===== src/rtl/game_round_ctrl.sv =====
// Round sequencer for a reaction game: seed the randomizer, show the target, open a
// play window, score the round. Optional build macro GAME_STREAK_EN adds a hit-streak bonus.
module game_round_ctrl #(
  parameter int ROUNDS        = 8,
  parameter int SHOW_CYCLES   = 16,
  parameter int WINDOW_CYCLES = 1024
) (
  input  logic       clk,
  input  logic       rst_n,
  input  logic       start,
  input  logic [8:0] token,
  input  logic       hit,
  input  logic       rnd_valid,
  input  logic [7:0] rnd_data,
  output logic       rnd_req,
  output logic [8:0] seed,
  output logic [7:0] light,
  output logic       hm_enable,
  output logic [7:0] score,
  output logic [7:0] round_cnt,
  output logic       busy,
  output logic       done
);

  typedef enum logic [2:0] {
    IDLE,
    SEED,
    WAIT_RND,
    SHOW,
    PLAY,
    SCORE,
    DONE
  } state_t;

  localparam int SW = (SHOW_CYCLES > 1) ? $clog2(SHOW_CYCLES) : 1;
  localparam int WW = $clog2(WINDOW_CYCLES + 1);
  localparam logic [SW-1:0] SHOW_LAST = SW'(SHOW_CYCLES - 1);
  localparam logic [WW-1:0] WIN_LAST  = WW'(WINDOW_CYCLES);

  state_t        state;
  state_t        next_state;
  logic [SW-1:0] show_cnt;
  logic [WW-1:0] win_cnt;
  logic          hit_q;
  logic [8:0]    score_sum;
  logic [7:0]    score_next;
  logic          last_round;

`ifdef GAME_STREAK_EN
  // Consecutive hits modulo 4; a hit arriving with the count at 3 is a 4th, 8th, ... hit.
  logic [1:0] streak;
`endif

  always_comb begin
    next_state = state;
    last_round = (({1'b0, round_cnt} + 9'd1) == 9'(ROUNDS));
    case (state)
      IDLE:     if (start) next_state = SEED;
      SEED:     next_state = WAIT_RND;
      WAIT_RND: if (rnd_valid) next_state = SHOW;
      SHOW:     if (show_cnt == SHOW_LAST) next_state = PLAY;
      PLAY:     if (hit || (win_cnt == WIN_LAST)) next_state = SCORE;
      SCORE:    next_state = last_round ? DONE : SEED;
      DONE:     if (start) next_state = SEED;
      default:  next_state = IDLE;
    endcase
  end

  always_comb begin
    score_sum = {1'b0, score};
`ifdef GAME_STREAK_EN
    if (hit_q) score_sum = {1'b0, score} + ((streak == 2'd3) ? 9'd2 : 9'd1);
`else
    if (hit_q) score_sum = {1'b0, score} + 9'd1;
`endif
    score_next = score_sum[8] ? 8'hFF : score_sum[7:0];
  end

  // Outputs are registered from next_state so each one is valid in the state it belongs to.
  always_ff @(posedge clk or negedge rst_n) begin
    if (!rst_n) begin
      state     <= IDLE;
      rnd_req   <= 1'b0;
      seed      <= '0;
      light     <= '0;
      hm_enable <= 1'b0;
      score     <= '0;
      round_cnt <= '0;
      busy      <= 1'b0;
      done      <= 1'b0;
      show_cnt  <= '0;
      win_cnt   <= '0;
      hit_q     <= 1'b0;
`ifdef GAME_STREAK_EN
      streak    <= '0;
`endif
    end else begin
      state     <= next_state;
      rnd_req   <= (next_state == SEED);
      seed      <= (next_state == SEED) ? token : 9'd0;
      hm_enable <= (next_state == SHOW);
      busy      <= (next_state == SEED) || (next_state == WAIT_RND) || (next_state == SHOW) ||
                   (next_state == PLAY) || (next_state == SCORE);
      done      <= (next_state == DONE);
      if (next_state == DONE) light <= '0;

      case (state)
        IDLE, DONE: begin
          if (start) begin
            score     <= '0;
            round_cnt <= '0;
`ifdef GAME_STREAK_EN
            streak    <= '0;
`endif
          end
        end
        WAIT_RND: begin
          if (rnd_valid) light <= (rnd_data == 8'h00) ? 8'h01 : rnd_data;
        end
        SHOW: begin
          if (show_cnt == SHOW_LAST) begin
            show_cnt <= '0;
            win_cnt  <= WW'(1);
          end else begin
            show_cnt <= show_cnt + 1'b1;
          end
        end
        PLAY: begin
          // A hit on the final window cycle still counts as a hit.
          if (next_state == SCORE) begin
            hit_q   <= hit;
            win_cnt <= '0;
          end else begin
            win_cnt <= win_cnt + 1'b1;
          end
        end
        SCORE: begin
          score     <= score_next;
          round_cnt <= round_cnt + 8'd1;
          hit_q     <= 1'b0;
`ifdef GAME_STREAK_EN
          streak    <= hit_q ? (streak + 2'd1) : 2'd0;
`endif
        end
        default: ;
      endcase
    end
  end

endmodule


===== config.mk =====
export PLATFORM = sky130hd
export DESIGN_NAME = game_round_ctrl
export DESIGN_NICKNAME = d
export VERILOG_FILES = /design/src/rtl/game_round_ctrl.sv
export SDC_FILE = /design/constraint.sdc
export NUM_CORES = 1
export LEC_CHECK = 0
export CAP_MARGIN = 0
export CELL_PAD_IN_SITES_DETAIL_PLACEMENT = 0
export CELL_PAD_IN_SITES_GLOBAL_PLACEMENT = 1
export CORE_UTILIZATION = 41
export CTS_CLUSTER_DIAMETER = 200
export DETAILED_ROUTE_END_ITERATION = 8
export MAX_ROUTING_LAYER = met4
export PLACE_DENSITY_LB_ADDON = 0.1
export SLEW_MARGIN = 40
export SYNTH_ARGS = -nofsm -noshare
export SYNTH_HDL_FRONTEND = slang
export SYNTH_SLANG_ARGS = --single-unit

===== constraint.sdc =====
create_clock -name clk -period 2.8 [get_ports clk]
set_input_delay 0.84 -clock clk [delete_from_list [all_inputs] [get_ports clk]]
set_output_delay 0.84 -clock clk [all_outputs]
set_load 0.1 [all_outputs]

==> results of run 1 <==
[final cells by class]
class,count,area [µm²]
clock buffer,5,68.8
clock inverter,3,42.5
fill,638,3020
inverter,8,30.0
multi-input combinational,237,1360
sequential,56,1400
tap,77,96.3
timing repair buffer,62,513
[logic make-up after synthesis]
family                   after synthesis  synth area share [%]
AO/OA/AOI/OAI                         95                  19.7
XOR/XNOR                               6                  1.85
adder cells (fa/ha/maj)                6                  2.64
buffers and inverters                 20                  3.12
flip-flops                            56                  49.3
multiplexers                           2                 0.704
AND/OR/NAND/NOR                      128                  22.8
[worst reg2reg max path: stages, from the launching register on]
cell	delay (ps)
dfrtp_1	430
inv_1	130
ha_1	150
or4b_4	470
o31ai_1	600
a31oi_1	100
o21ai_1	150
o21ai_0	90
[metrics by stage]
step | total power, mW | hold WS, ps | utilization (%) | setup WS (ps)
2_1_floorplan | 2.56 | 444 | - | 314
3_3_place_gp | 2.94 | 493 | 52.0 | 341
3_5_place_dp | 2.96 | 487 | 52.0 | 260
4_1_cts | 3.49 | 508 | 53.7 | 504
5_1_grt | 3.65 | 520 | 53.7 | 305
6_report | 3.46 | 513 | 53.7 | 553
[worst paths after layout]
check                                         from                  endpoint  slack (ps)  depth (start not counted)
max                         win_cnt[0]$_DFFE_PN0P_    win_cnt[9]$_DFFE_PN0P_         550                          7
min in group asynchronous                    rst_n      score[2]$_DFFE_PN0P_         660                          2
max in group asynchronous                    rst_n  round_cnt[2]$_DFFE_PN0P_        1680                          2
max reg2reg                 win_cnt[0]$_DFFE_PN0P_    win_cnt[9]$_DFFE_PN0P_         550                          7
min                        win_cnt[10]$_DFFE_PN0P_   win_cnt[10]$_DFFE_PN0P_         510                          1
min reg2reg                win_cnt[10]$_DFFE_PN0P_   win_cnt[10]$_DFFE_PN0P_         510                          1
[flip-flops by register name, indices dropped and copies added, names as in the netlist, 3 cells and up]
name / count
round_cnt: 8
light: 8
seed: 9
state: 3
score: 8
win_cnt: 11
show_cnt: 4
[cell usage after synthesis (all sizes together) (3+ instances only)]
library cell	instances	area, µm²
dfrtp	56	1400
nand2	51	191
o21ai	45	225
nor2	17	63.8
a31oi	16	100
a21oi	13	65.1
nand3	13	65.1
a21boi	9	67.6
buf	8	43.8
inv	8	30.0
nor3	8	45.0
and3	6	37.5
ha	6	75.1
nand2b	6	37.5
nand4	6	37.5
clkbuf	4	15.0
or2	4	25.0
or4b	3	37.5
xnor2	3	26.3
xor2	3	26.3
[metal layers]
metal / global-route usage [%] / share of wire, % / vias to the layer above
met5: - / 0 / -
met4: 5.45 / 1.1 / 0
met3: 4.09 / 3.4 / 7
met2: 30.0 / 46 / 48
met1: 25.8 / 49 / 1179
li1: - / - / 1236
[power groups by stage]
stage	Clock, mW	Combinational (mW)	Sequential [mW]
3_3_place_gp	0	1.70	1.24
3_5_place_dp	0	1.72	1.24
6_report	0.531	1.70	1.23
2_1_floorplan	0	0.446	2.11
4_1_cts	0.548	1.72	1.23
5_1_grt	0.569	1.81	1.27
==> key figures, run 1 <==
Detailed routing
  – Drc violations: 0
  – DRT iter0 DRCs: ~110
  – Via density: approximately 5.5
  – Routed WL per cell: between 10 and 15 µm
  – Via Count: roughly 2500
  – Drt total wl: approximately 6400 µm
  – Pre-antenna DRT Iters: 4
  – DRT antenna net count: 0

STA
  – Unrepaired setup endpoints after global routing: false
  – Least-Margin Pin Slew: ~750 ps
  – Final hold viol count: 0
  – Max-slew headroom: about half
  – Final setup fails: 0
  – Setup TNS: 0 ps
  – Part of the cycle the worst path needs: 80.3%
  – Final min period: approximately 2200 ps
  – Fmax: ~440 MHz
  – Fin Clk Skew: 7.51 ps
  – Fin. max-slew vios: 0

Die
  – IO Pins: 59
  – Initial Util: a little over two fifths
  – Die Ht: 85.3 µm
  – Die area: approximately 7300 µm²
  – Chip Width: 85.3 µm
  – Placement Rows: 29
  – Core area: roughly 6500 µm²

Yosys
  – Async SR Flop Fraction: 100%
  – Synth Cell Area: approximately 2800 µm²
  – Number of flops mapped to enable cells by yosys: 0
  – Syn Inst Count: 313
  – #FFs+latches synth: 56
  – YS warnings: 0
  – Synth unique cells: 47
  – Avg Cell Area, Syn: around 9.1 µm²
  – Post-synth top flop: dfrtp_1
  – Syn Nets: approximately 340
  – Sequential share of the synthesized area: roughly 49%

Finish
  – Most frequent cells in the layout: dfrtp_1 (56), nand2_1 (51), o21ai_0 (43), buf_4 (41), clkdlybuf4s50_1 (20)
  – Finished Layout Cells: 448
  – Share of cells above drive strength 1: approximately 16%
  – Layout Nets: between 300 and 400
  – # diodes: 0
  – Post-route cell area: approximately 3500 µm²
  – Commonest non-fill, non-tap cell in the layout: dfrtp_1
  – P&R area growth vs syn: 23.3%

Power and ir drop
  – Combinational Power Share: roughly half
  – Power density over the cells: ~990 nW/µm²
  – Flop pwr share: a little over a third
  – VDD IR max: ~900 µV
  – Switching pwr: about 1.8 mW
  – Sw Ratio: a little over half
  – Clock Power Share: approximately 15%
  – Int Power: around 1.7 mW
  – Leak pwr: ~1.6 nW

Placement
  – Port bufs: just under 60
  – Placed instance count: 440
  – DPL Wire Length: ~4400 µm
  – Routability cong.: around 0.77
  – Area after DPL: roughly 3400 µm²

Clock tree
  – Clk_lat worst skew: a little over 300 ps
  – Postcts setup bufs: 0
  – Clock sinks: between 50 and 60
  – Htree depth: 2
  – Reg clk slew, reported paths: around 100 ps
  – Hold-fix buffers, CTS: 0
  – Resize count post-CTS: 0
  – Cts bufs inserted: 5
  – Clock Path Buffers: 2
  – CTS tree: done
  – CTS root buf: clkbuf_8

Worst setup path
  – Crit. End Element: flop
  – Arrival time worst endpoint: between 2000 and 2500 ps
  – Worst path cell trace: inv_1, ha_1, or4b_4, o31ai_1, a31oi_1, o21ai_1, o21ai_0
  – CP max stage cell: o31ai_1
  – CP Launch Type: flop
  – Worst path top cell family by delay: compound AO/OA/AOI/OAI gates
  – CP max stage delay: 600 ps
  – WP buf/inv: 1
  – Worst EP required: about 3000 ps
  – Crit-path max FO: 5
  – Crit path kind: reg -> reg

Run
  – Maxcap violations: 0

Global route
  – Grt total ovfl: 0
  – Global-route usage over all layers: around a fifth
  – Largest net degree at the start of global routing: 57
  – Vias in the first global route: 2327
  – First-pass GRT wire length: ~11000 µm
  – Initial antenna violation count: 0

Worst hold path
  – HP Class: reg -> reg

Outcome
  – Outcome: finished clean
Power figures use the tool's default switching activity.
==> inputs of run 2 (changes only) <==
--- a/config.mk
+++ b/config.mk
@@ -8,7 +8,7 @@
 export CAP_MARGIN = 0
 export CELL_PAD_IN_SITES_DETAIL_PLACEMENT = 0
 export CELL_PAD_IN_SITES_GLOBAL_PLACEMENT = 1
-export CORE_UTILIZATION = 41
+export CORE_UTILIZATION = 35
 export CTS_CLUSTER_DIAMETER = 200
 export DETAILED_ROUTE_END_ITERATION = 8
 export MAX_ROUTING_LAYER = met4
==> constraint.sdc (replaced) <==
create_clock -name clk -period 2 [get_ports clk]
set_input_delay 0.6 -clock clk [delete_from_list [all_inputs] [get_ports clk]]
set_output_delay 0.6 -clock clk [all_outputs]
set_load 0.1 [all_outputs]
==> run 2 against run 1 <==
Largest power group unchanged. Sequential share of layout area fell by 7.1 points. First-iteration DRC count fell by 9.8%. Power rose by 57%. The run now ends with negative setup slack left. Routed wire length rose by 7.6%. Combinational power rose by 78%. Worst hold slack got worse by 240 ps.
==> key figures, run 2 (synthesized netlist as in run 1, its figures left out) <==
Finish
  – Share of cells above drive strength 1: about a quarter
  – P&R area growth vs syn: 51.4%
  – Layout Nets: approximately 430
  – Top flop regs: win_cnt (11), seed (9)
  – Largest Register: win_cnt
  – Max reg flops: 11
  – # diodes: 0
  – Post-route cell area: ~4300 µm²
  – Commonest non-fill, non-tap cell in the layout: nand2_1
  – Fillcell total: approximately 720
  – Most frequent cells in the layout: nand2_1 (51), dfrtp_1 (48), o21ai_0 (41), buf_12 (39), buf_4 (32)

Detailed routing
  – Routed WL per cell: roughly 14 µm
  – DRT iter0 DRCs: between 100 and 150
  – Via Count: roughly 2600
  – Pre-antenna DRT Iters: 4
  – DRT antenna net count: 0
  – Drc violations: 0
  – Via density: 5.12
  – Drt total wl: 6910 µm

Worst setup path
  – Crit path kind: reg -> reg
  – Crit. End Element: flop
  – Worst EP required: around 2200 ps
  – CP Launch Type: flop
  – Arrival time worst endpoint: 2220 ps
  – Crit-path max FO: 10

STA
  – Final WS setup: -16.9 ps
  – Max-slew headroom: around two thirds
  – Final hold viol count: 0
  – Setup TNS: -27.5 ps
  – Fin. max-slew vios: 0
  – Final min period: 2020 ps
  – Least-Margin Pin Slew: between 400 and 500 ps
  – Unrepaired setup endpoints after global routing: true
  – Part of the cycle the worst path needs: 101%
  – Final setup fails: 2
  – Fmax: about 500 MHz
  – Fin Clk Skew: between 15 and 20 ps

Clock tree
  – Cts bufs inserted: 5
  – CTS tree: done
  – CTS root buf: clkbuf_8
  – Reg clk slew, reported paths: approximately 100 ps
  – Clock Path Buffers: 2
  – Htree depth: 2
  – Clk_lat worst skew: 310 ps
  – Clock sinks: 56

Power and ir drop
  – Leak pwr: ~1.9 nW
  – Switching pwr: between 2 and 3 mW
  – Sw Ratio: 49.2%
  – Combinational Power Share: 55.5%
  – VDD IR max: approximately 810 µV
  – Clock Power Share: roughly 11%
  – Int Power: 2.76 mW
  – Flop pwr share: approximately a third
  – Power density over the cells: around 1300 nW/µm²
  – Overall power: around 5.4 mW

Global route
  – Vias in the first global route: ~2500
  – Largest net degree at the start of global routing: 57
  – Grt total ovfl: 0
  – Global-route usage over all layers: between 15 and 20%
  – First-pass GRT wire length: between 10000 and 15000 µm
  – Initial antenna violation count: 0

Die
  – Initial Util: approximately 36%
  – Die Ht: roughly 90 µm
  – IO Pins: slightly below 60
  – Die area: about 8500 µm²
  – Core area: between 7000 and 8000 µm²
  – Chip Width: around 92 µm
  – Placement Rows: 32

Placement
  – Area after DPL: ~4200 µm²
  – Port bufs: 58
  – DPL Wire Length: approximately 5100 µm
  – Routability cong.: 0.772

Worst hold path
  – HP Class: in -> async

Outcome
  – Outcome: finished, violations left
  – Violated checks: negative setup slack

Run
  – Maxcap violations: 0
## run 2: cell count changes in the layout (fill, tap and decap cells not counted), sizes merged
cell and change:
buf +31, bufinv -1, clkbuf +1
## run 2: path summary, 6_finish.rpt
path / from / to / slack [ps] / cells after the start
max in group asynchronous: rst_n / round_cnt[4]$_DFFE_PN0P_ / 1450 / 2
hold reg to reg: win_cnt[10]$_DFFE_PN0P_ / win_cnt[10]$_DFFE_PN0P_ / 490 / 1
min in group clk: win_cnt[10]$_DFFE_PN0P_ / win_cnt[10]$_DFFE_PN0P_ / 490 / 1
setup / recovery: win_cnt[0]$_DFFE_PN0P_ / win_cnt[5]$_DFFE_PN0P_ / -20 / 8
hold / removal: rst_n / score[4]$_DFFE_PN0P_ / 280 / 2
setup reg to reg: win_cnt[0]$_DFFE_PN0P_ / win_cnt[5]$_DFFE_PN0P_ / -20 / 8
## run 2: power by group through the flow
stage / sequential [mW] / clock (mW) / combinational, mW
global placement: 1.83 / 0 / 2.98
global route: 1.85 / 0.681 / 3.19
detailed placement: 1.83 / 0 / 3.01
floorplan: 2.98 / 0 / 0.627
finish: 1.80 / 0.620 / 3.02
CTS: 1.81 / 0.638 / 3.01
## run 2: timing repair
item	CTS	global route
pin swaps	0	1
hold buffers	0	0
buffers inserted	0	3
gates resized for setup	2	7
setup endpoints to repair	2	10
endpoints found under the hold margin	0	0
## run 2: per-stage QoR
stage	hold slack [ps]	utilization, %	setup slack, ps	instances
2_1_floorplan	304	-	4.08	313
3_3_place_gp	469	53.4	-166	493
3_5_place_dp	475	53.4	-213	493
4_1_cts	289	54.6	5.58	501
5_1_grt	301	55.2	-80.9	504
6_report	278	55.2	-16.9	504
## run 2: cell type report
| cell class | instances | area [µm²] | share of cell area, % |
|---|---|---|---|
| flip-flops and latches | 56 | 1420 | 32.9 |
| multi-input cells | 237 | 1410 | 32.8 |
| repair buffers | 93 | 1240 | 28.7 |
| well taps | 102 | 128 | 2.96 |
| clock buffers | 6 | 72.6 | 1.68 |
| inverters | 8 | 30.0 | 0.697 |
| clock inverters | 2 | 12.5 | 0.290 |
## run 2: layer usage
layer | global-route usage, % | share of wire [%] | up-vias
met2 | 29.5 | 49 | 36
li1 | - | - | 1294
met4 | 3.91 | 0.68 | 0
met1 | 23.6 | 48 | 1244
met3 | 3.15 | 2.8 | 7
met5 | - | 0 | -
## run 2: worst max-delay path, stage by stage (launching register included)
cell and delay, ps:
dfrtp_1 390, inv_2 80, ha_4 120, or4b_4 480, o31a_4 380, buf_12 140
o21ai_2 50, nand2_1 60, a22o_2 210
==> inputs of run 3 (changes only) <==
--- a/config.mk
+++ b/config.mk
@@ -5,7 +5,6 @@
 export SDC_FILE = /design/constraint.sdc
 export NUM_CORES = 1
 export LEC_CHECK = 0
-export CAP_MARGIN = 0
 export CELL_PAD_IN_SITES_DETAIL_PLACEMENT = 0
 export CELL_PAD_IN_SITES_GLOBAL_PLACEMENT = 1
 export CORE_UTILIZATION = 35
==> results of run 3 <==
Same layout as run 2: the final DEF is identical, and so are final timing and power.
